[config.mk]
export PLATFORM = sky130hd
export DESIGN_NAME = sm_add_arbiter_flat
export DESIGN_NICKNAME = d
export VERILOG_FILES = /design/src/rtl/sm_pkg.sv /design/src/rtl/sm_add_arbiter_if.sv /design/src/rtl/sign_mag_add.sv /design/src/rtl/sm_add_arbiter.sv /design/src/flat_wrapper.sv
export SDC_FILE = /design/constraint.sdc
export NUM_CORES = 1
export LEC_CHECK = 0
export BUFFER_PORTS_ARGS = -buffer_cell sky130_fd_sc_hd__buf_2
export CAP_MARGIN = 15
export CORE_MARGIN = 5
export CORE_UTILIZATION = 47
export CTS_CLUSTER_SIZE = 28
export DETAILED_ROUTE_END_ITERATION = 10
export PLACE_DENSITY_LB_ADDON = 0.15
export SLEW_MARGIN = 20
export SYNTH_ARGS = -nofsm -noshare
export SYNTH_HDL_FRONTEND = slang
export SYNTH_SLANG_ARGS = --single-unit
[constraint.sdc]
create_clock -name clk -period 6.49 [get_ports clk]
set_clock_uncertainty 0.2 [all_clocks]
set_input_delay 1.947 -clock clk [delete_from_list [all_inputs] [get_ports clk]]
set_output_delay 1.947 -clock clk [all_outputs]
set_load 0.05 [all_outputs]
[src/rtl/sm_pkg.sv]
// sm_pkg -- shared definitions for the sign-magnitude add arbiter slice.
//   DEFAULT_N : default operand width (1 sign bit + N-1 magnitude bits)
//   state_t   : result-slot state, IDLE (slot empty) / HOLD (result valid)
package sm_pkg;

  localparam int DEFAULT_N = 4;

  typedef enum logic {
    IDLE = 1'b0,
    HOLD = 1'b1
  } state_t;

endpackage

[src/rtl/sm_add_arbiter_if.sv]
// sm_add_arbiter_if -- request/response bundle between two requesters,
// the shared adder and the result consumer.
//   req_valid[1:0] / req_ready[1:0] : per-requester request handshake
//   a0, b0, a1, b1                  : sign-magnitude operands per requester
//   rsp_valid / rsp_ready           : result handshake
//   rsp_data, rsp_id, rsp_ovf       : sum, owning requester, overflow flag
// Modports: master = requesters + consumer side, slave = the arbiter.
interface sm_add_arbiter_if #(
  parameter int N = sm_pkg::DEFAULT_N
);

  logic [1:0]   req_valid;
  logic [1:0]   req_ready;
  logic [N-1:0] a0;
  logic [N-1:0] b0;
  logic [N-1:0] a1;
  logic [N-1:0] b1;
  logic         rsp_valid;
  logic         rsp_ready;
  logic [N-1:0] rsp_data;
  logic         rsp_id;
  logic         rsp_ovf;

  modport master (
    output req_valid, a0, b0, a1, b1, rsp_ready,
    input  req_ready, rsp_valid, rsp_data, rsp_id, rsp_ovf
  );

  modport slave (
    input  req_valid, a0, b0, a1, b1, rsp_ready,
    output req_ready, rsp_valid, rsp_data, rsp_id, rsp_ovf
  );

endinterface

[src/rtl/sign_mag_add.sv]
// sign_mag_add -- combinational sign-magnitude adder.
//   i_a, i_b : N-bit sign-magnitude operands (MSB = sign)
//   o_sign   : raw sign of the result (may be 1 for a zero magnitude)
//   o_mag    : N-bit raw magnitude; bit N-1 is the carry out of a
//              same-sign add, so callers can detect overflow themselves
module sign_mag_add #(
  parameter int N = sm_pkg::DEFAULT_N
) (
  input  logic [N-1:0] i_a,
  input  logic [N-1:0] i_b,
  output logic         o_sign,
  output logic [N-1:0] o_mag
);

  logic [N-1:0] w_magA;
  logic [N-1:0] w_magB;

  // Same signs add magnitudes; differing signs subtract the smaller
  // magnitude from the larger and take the larger operand's sign.
  always_comb begin
    w_magA = {1'b0, i_a[N-2:0]};
    w_magB = {1'b0, i_b[N-2:0]};
    o_sign = i_a[N-1];
    o_mag  = '0;
    if (i_a[N-1] == i_b[N-1]) begin
      o_mag  = w_magA + w_magB;
    end else if (w_magA >= w_magB) begin
      o_mag  = w_magA - w_magB;
    end else begin
      o_sign = i_b[N-1];
      o_mag  = w_magB - w_magA;
    end
  end

endmodule

[src/rtl/sm_add_arbiter.sv]
// sm_add_arbiter -- two requesters share one sign-magnitude adder through
// round-robin arbitration; one registered result slot with a handshake.
//   clk   : clock, all state on rising edge
//   reset : synchronous active-high reset
//   bus   : sm_add_arbiter_if slave modport (request/response signals)
module sm_add_arbiter
  import sm_pkg::*;
#(
  parameter int N = DEFAULT_N
) (
  input logic             clk,
  input logic             reset,
  sm_add_arbiter_if.slave bus
);

  state_t       r_state;
  state_t       w_stateNext;
  logic         r_rrLast;
  logic [N-1:0] r_data;
  logic         r_id;
  logic         r_ovf;

  logic         w_slotFree;
  logic         w_grantIdx;
  logic [1:0]   w_reqReady;
  logic         w_transfer;
  logic [N-1:0] w_opA;
  logic [N-1:0] w_opB;
  logic         w_sign;
  logic [N-1:0] w_mag;
  logic [N-2:0] w_resMag;
  logic         w_ovf;
  logic [N-1:0] w_resData;

  // The slot is free when empty or when the held result leaves this cycle.
  // On a tie the requester not granted last time wins; reset blocks grants.
  always_comb begin
    w_slotFree = !reset && ((r_state == IDLE) || bus.rsp_ready);
    if (bus.req_valid == 2'b11) begin
      w_grantIdx = ~r_rrLast;
    end else begin
      w_grantIdx = bus.req_valid[1];
    end
    w_reqReady = 2'b00;
    if (w_slotFree && (|bus.req_valid)) begin
      w_reqReady[w_grantIdx] = 1'b1;
    end
    w_transfer = |(bus.req_valid & w_reqReady);
  end

  assign w_opA = w_grantIdx ? bus.a1 : bus.a0;
  assign w_opB = w_grantIdx ? bus.b1 : bus.b0;

  sign_mag_add #(.N(N)) u_adder (
    .i_a    (w_opA),
    .i_b    (w_opB),
    .o_sign (w_sign),
    .o_mag  (w_mag)
  );

  // Overflow is only possible when signs agree (carry out of the magnitude).
  // A truncated zero magnitude is always emitted as positive zero.
  always_comb begin
    w_resMag  = w_mag[N-2:0];
    w_ovf     = (w_opA[N-1] == w_opB[N-1]) && w_mag[N-1];
    w_resData = {w_sign && (w_resMag != '0), w_resMag};
  end

  // State register for the result slot.
  always_ff @(posedge clk) begin
    if (reset) begin
      r_state <= IDLE;
    end else begin
      r_state <= w_stateNext;
    end
  end

  // Next state: a transfer always fills the slot; an accepted result with
  // no replacement empties it.
  always_comb begin
    w_stateNext = r_state;
    case (r_state)
      IDLE: if (w_transfer) w_stateNext = HOLD;
      HOLD: if (bus.rsp_ready && !w_transfer) w_stateNext = IDLE;
      default: w_stateNext = IDLE;
    endcase
  end

  // Result registers and round-robin pointer load only on a transfer,
  // which keeps them stable while the consumer stalls.
  always_ff @(posedge clk) begin
    if (reset) begin
      r_data   <= '0;
      r_id     <= 1'b0;
      r_ovf    <= 1'b0;
      r_rrLast <= 1'b1;
    end else if (w_transfer) begin
      r_data   <= w_resData;
      r_id     <= w_grantIdx;
      r_ovf    <= w_ovf;
      r_rrLast <= w_grantIdx;
    end
  end

  assign bus.req_ready = w_reqReady;
  assign bus.rsp_valid = (r_state == HOLD);
  assign bus.rsp_data  = r_data;
  assign bus.rsp_id    = r_id;
  assign bus.rsp_ovf   = r_ovf;

endmodule

[src/flat_wrapper.sv]
// flat-port wrapper written by rule: the top's interface ports become plain ports
module sm_add_arbiter_flat import sm_pkg::*;
#(
  parameter int N = DEFAULT_N
)
  (clk, reset, bus_req_valid, bus_a0, bus_b0, bus_a1, bus_b1, bus_rsp_ready, bus_req_ready, bus_rsp_valid, bus_rsp_data, bus_rsp_id, bus_rsp_ovf);
  sm_add_arbiter_if #(.N(N)) bus_i ();
  input logic clk;
  input logic reset;
  input wire logic [$bits(bus_i.req_valid)-1:0] bus_req_valid;
  input wire logic [$bits(bus_i.a0)-1:0] bus_a0;
  input wire logic [$bits(bus_i.b0)-1:0] bus_b0;
  input wire logic [$bits(bus_i.a1)-1:0] bus_a1;
  input wire logic [$bits(bus_i.b1)-1:0] bus_b1;
  input wire logic [$bits(bus_i.rsp_ready)-1:0] bus_rsp_ready;
  output wire logic [$bits(bus_i.req_ready)-1:0] bus_req_ready;
  output wire logic [$bits(bus_i.rsp_valid)-1:0] bus_rsp_valid;
  output wire logic [$bits(bus_i.rsp_data)-1:0] bus_rsp_data;
  output wire logic [$bits(bus_i.rsp_id)-1:0] bus_rsp_id;
  output wire logic [$bits(bus_i.rsp_ovf)-1:0] bus_rsp_ovf;
  assign bus_i.req_valid = bus_req_valid;
  assign bus_i.a0 = bus_a0;
  assign bus_i.b0 = bus_b0;
  assign bus_i.a1 = bus_a1;
  assign bus_i.b1 = bus_b1;
  assign bus_i.rsp_ready = bus_rsp_ready;
  assign bus_req_ready = bus_i.req_ready;
  assign bus_rsp_valid = bus_i.rsp_valid;
  assign bus_rsp_data = bus_i.rsp_data;
  assign bus_rsp_id = bus_i.rsp_id;
  assign bus_rsp_ovf = bus_i.rsp_ovf;
  sm_add_arbiter #(.N(N)) u_core (.clk(clk), .reset(reset), .bus(bus_i));
endmodule
**Yosys cells after proc, flatten, opt, wreduce, memory -nomap -nowiden**

Index checks and enable logic that the tools add are counted.

- Bits in registers: 8
- Latch bits: 0
- Bits in writable memories: 0
- Bits in read-only memories: 0
- Input port bits: 21
- Output and inout bits: 9
- Logic and storage cells: 41
- Memories: 0

- $add $sub $neg: 3
- $mul: 0
- Divide/modulo/power cells: 0
- Order comparisons: 3
- Equal/unequal tests: 2
- Shift operators: 0
- Muxes and demuxes: 13
- Bitwise logic cells: 3
- Reductions and logical operators: 12

Operators with widths:

| cell | count |
|---|---|
| 4-bit 2-to-1 mux | 4 |
| 3-bit by 3-bit subtractor with 4-bit output | 2 |
| 1-bit logical AND | 6 |
| 1-bit 2-to-1 mux | 6 |
| 3-bit by 3-bit adder with 4-bit output | 1 |
| 2-bit OR reduction | 2 |
| 3-bit greater-or-equal comparator | 1 |
| 3-bit nonzero test | 1 |
| 2-bit AND | 1 |
| 2-bit == test (second input constant) | 1 |
| 1-bit zero test | 2 |
| 1-bit by 2-bit < comparator with 1-bit output (second input constant) | 1 |
| 2-bit 2-to-1 mux | 1 |
| 1-bit NOT | 2 |
| 1-bit case mux with 2 select lines | 1 |
| 1-bit demux with 1-bit select | 1 |
| 1-bit == test | 1 |
| 1-bit greater-or-equal comparator (second input constant) | 1 |
| 1-bit logical OR | 1 |

**Depth between registers and ports, before layout**

- Depth after elaboration: 13
- Mapped depth: 14
- Depth with buffers taken out: 13

**Cells and area by module**

Synthesis repeated with hierarchy kept, for this count alone.

- Cell total of the unflattened synthesis: 93
- Area, all modules: 889.6 µm²

Modules (own cells, without submodules):

| module | instances | cells an instance | area each (µm²) | sequential area each (µm²) |
|---|---|---|---|---|
| sm_add_arbiter | 1 | 49 | 484.2 | 160.2 |
| sign_mag_add | 1 | 44 | 405.4 | 0.0 |

**Worst setup path before layout**

Ideal clock, no wire load.

- Path kind: input to output
- Start: input bus_req_valid[1]
- End: output bus_req_ready[0]
- Arrival time: 3187 ps
- Data required time: 4343 ps
- Path slack: 1156 ps
- Cell stages on the path: 4
- Path buffers: 1
- Cells stage by stage: nor2_1 -> or3_1 -> clkbuf_1 -> nor2_1

- Word-level cells in the longest chain between the ends: 7
- Elaborated cells between the ends (all ways): 10
- Classes of those cells: order compare (2); eq/ne (1); mux (4); reduce/logical (3)

RTL lines:

| element | line | RTL |
|---|---|---|
| start, declared | flat_wrapper.sv:10 | `input wire logic [$bits(bus_i.req_valid)-1:0] bus_req_valid;` |
| 2-bit == test | sm_add_arbiter.sv:39 | `if (bus.req_valid == 2'b11) begin` |
| 1-bit 2-to-1 mux | sm_add_arbiter.sv:39 |  |
| 1-bit by 2-bit < comparator with 1-bit output (not written as such) / 1-bit greater-or-equal comparator (equally long branches) | sm_add_arbiter.sv:46 | `w_reqReady[w_grantIdx] = 1'b1;` |
| 1-bit logical AND (not written as such) | sm_add_arbiter.sv:46 |  |
| 1-bit 2-to-1 mux (not written as such) | sm_add_arbiter.sv:46 |  |
| 1-bit demux with 1-bit select | n/a |  |
| 2-bit 2-to-1 mux * | sm_add_arbiter.sv:45 | `if (w_slotFree && (\|bus.req_valid)) begin` |
| end, declared | flat_wrapper.sv:16 | `output wire logic [$bits(bus_i.req_ready)-1:0] bus_req_ready;` |

Every way passes the cells marked *; elsewhere a longest branch is shown, timed or not.

**Worst setup path in the final report**

- Start: input bus_req_valid[0]
- End: output bus_req_ready[1]

The elaborated chain is that of the path after synthesis.

==> results.md <==
* H-tree levels at 1
* CTS tree: yes
* Worst path max stage delay at 0.48 ns
* Crit path DAT at 3.13 ns
* Hold-fix buffers, CTS at 0
* Most common cell after layout, fill and taps aside: buf_2
* CP max stage cell: a21boi_2
* CP Max Fanout at 10
* Syn_nets at 118
* Static Leakage at 0.483 nW
* WS Path Type: primary input to primary output
* Initial antenna violation count at 0
* TNS Setup at 0 ns
* Core Area at 1670 sq um
* Max Cap Viol at 0
* Total Wirelength at 1760 microns
* Crit path to: bus_req_ready[1]
* ANT cells at 0
* Port bufs at 29
* Mux cell area share after synthesis at 12.8%
* Hold Path Class: register to register
* CP Cell Sequence: buf_2 -> a21boi_2 -> nor3b_2 -> buf_2
* Total GRT Usage at 14.2%
* Worst R2R End: u_core.bus.rsp_data[3]
* Worst-case reg-to-reg path depth at 10
* Area Overhead vs Synth at 20.3%
* Die Y at 51.3 microns
* Vias in the first global route at 693
* Post-synthesis adder-cell area fraction at 19.3%
* Required time worst endpoint at 4.34 ns
* Syn_area_per_cell at 9.22 sq um
* Sw Pwr at 0.0872 mW
* Worst-Skew Late Latency at 0.25 ns
* Ys async rst share at 0%
* Final setup violation count at 0
* Post-synth EDFFs at 0
* Grt ovf at 0
* Via count at 718
* Crit-path most repeated cell: buf_2
* Switching share of power at 42.5%
* Crit path from: bus_req_valid[0]
* Commonest non-fill, non-tap cells in the layout: buf_2 (29), inv_1 (11), dfxtp_1 (8)
* DR DRC count at 0
* Synth unique cells at 36
* Synth Cell Area at 802 sq um
* Final setup margin at 1.22 ns
* Part of the cycle the worst path needs at 81.3%
* Worst slew pin tran at 0.595 ns
* Post-CTS sizing at 0
* Ys Warns at 0
* Clock buffer depth at 2
* Dpl ws at 1.13 ns
* Hold WS at 0.243 ns
* Clock tree sinks at 8
* Cells after synthesis at 87
* Post-synthesis compound-gate area fraction at 17.3%
* RSZ-0062 raised after global routing: false
* Post-Synth XOR/XNOR Area at 3.28%
* Crit path launch type: primary input
* Logic pwr share at 52.7%
* # IOs at 30
* Vias per cell at 5.40
* Starting Density at 48.0%
* Worst vdd ir at 88.9 uV
* Die Width at 51.3 microns
* Final Hold Fails at 0
* # nets final at 149
* Post-layout minimum cycle time at 5.27 ns
* Fin util at 57.8%
* Reg2Reg Setup Slack at 2.93 ns
* Routed Antenna Nets at 0
* Root cell of the clock tree: clkbuf_4
* Post-synthesis sequential area ratio at 20.0%
* Sequential share of power at 28.8%
* Total clock buffers created by CTS at 3
* F_max at 190 MHz
* First-pass GRT wire length at 2820 microns
* Final Max Tran Viols at 0
* Placer congestion estimate at 0.778
* Status: complete, no violations
* Die area at 2630 sq um
* Largest family of logic cells by synthesized area: adder cells
* Per-cell routed wire length at 13.2 microns
* DRT Pass-1 Iters at 4
* DRT iter0 DRCs at 15
* Internal Power at 0.118 mW
* Share of total power in the clock network at 18.5%
* Hpwl dp at 1470 microns
* Max_slew headroom at 60.1%
* Clock slew at reported path FFs at 0.06 ns
* Main synth FF type: dfxtp_1
* Total setup buffers inserted after CTS at 0
* #FFs+latches synth at 8
* Power Dens Cells at 213 nW/um^2
* Largest net degree at the start of global routing at 12
* Simple-gate share of the synthesized area at 18.4%
* Layout cells sized above 1 at 37.1%
* R2r startpoint: u_core.r_rrLast
* CP Capture Type: primary output
* Core Rows at 15
flip-flops by register name, indices dropped and copies added (netlist names):
signal and count:
u_core.bus.rsp_data 4, u_core.bus.rsp_id 1, u_core.bus.rsp_ovf 1, u_core.bus.rsp_valid 1, u_core.r_rrLast 1
power by group through the flow:
stage / registers [mW] / clock network, mW / logic, mW
floorplan: 0.0812 / 0 / 0.0642
global placement: 0.0596 / 0 / 0.106
detailed placement: 0.0602 / 0 / 0.109
CTS: 0.0593 / 0.0386 / 0.109
global route: 0.0600 / 0.0410 / 0.118
finish: 0.0591 / 0.0380 / 0.108
layout make-up:
type / instances / area [sq um]
fill: 160 / 706
multi-input combinational: 64 / 571
sequential: 8 / 160
timing repair buffer: 29 / 145
inverter: 12 / 45.0
clock buffer: 3 / 22.5
tap: 17 / 21.3
per-stage QoR:
stage | total power, mW | instance area (sq um) | std cells
floorplan | 0.145 | 802 | 87
global placement | 0.166 | 942 | 130
detailed placement | 0.169 | 942 | 130
CTS | 0.207 | 965 | 133
global route | 0.219 | 965 | 133
finish | 0.205 | 965 | 133
layer usage:
layer	GRT usage (%)	wire [microns]	up-vias
met1	15.4	729	336
li1	-	-	362
met4	9.17	45	0
met2	26.0	904	16
met3	1.46	77	4
met5	0	0	-
synth_stat cells, types with 2 or more instances:
master | number | area share, %
a21o_1 | 2 | 1.9
a21oi_1 | 5 | 3.1
buf_6 | 2 | 2.8
dfxtp_1 | 8 | 20
fa_1 | 4 | 10
ha_1 | 6 | 9.4
inv_1 | 11 | 5.1
mux2_2 | 5 | 7.0
nand2b_1 | 2 | 1.6
nand3b_1 | 4 | 3.7
nor2_1 | 5 | 2.3
nor2b_1 | 3 | 2.3
o21ai_0 | 4 | 2.5
o21ai_1 | 2 | 1.2
o31ai_1 | 2 | 1.9
xnor2_1 | 2 | 2.2
worst max-delay path, delay by kind of cell:
family / cells / cell delay (ns)
AO/OA/AOI/OAI: 1 / 0.48
AND/OR/NAND/NOR: 1 / 0.29
buffers and inverters: 2 / 0.41
worst min-delay path by stage:
stage               depth (start not counted)                    from                endpoint  slack [ns]
global placement                            1       u_core.bus.rsp_id       u_core.bus.rsp_id        0.23
finish                                      1       u_core.bus.rsp_id       u_core.bus.rsp_id        0.24
detailed placement                          1       u_core.bus.rsp_id       u_core.bus.rsp_id        0.24
global route                                1  u_core.bus.rsp_data[3]  u_core.bus.rsp_data[3]        0.28
CTS                                         1       u_core.bus.rsp_id       u_core.bus.rsp_id        0.25
floorplan                                   2         u_core.r_rrLast         u_core.r_rrLast        0.34
logic make-up (layout without fill, tap and decap cells):
group / count (synthesis) / after routing
multiplexers: 8 / 8
flip-flops: 8 / 8
adder cells (fa/ha/maj): 10 / 10
XOR/XNOR: 3 / 3
AO/OA/AOI/OAI: 21 / 21
AND/OR/NAND/NOR: 22 / 22
buffers and inverters: 15 / 44
Note: power is estimated with default switching activity, not from simulation.
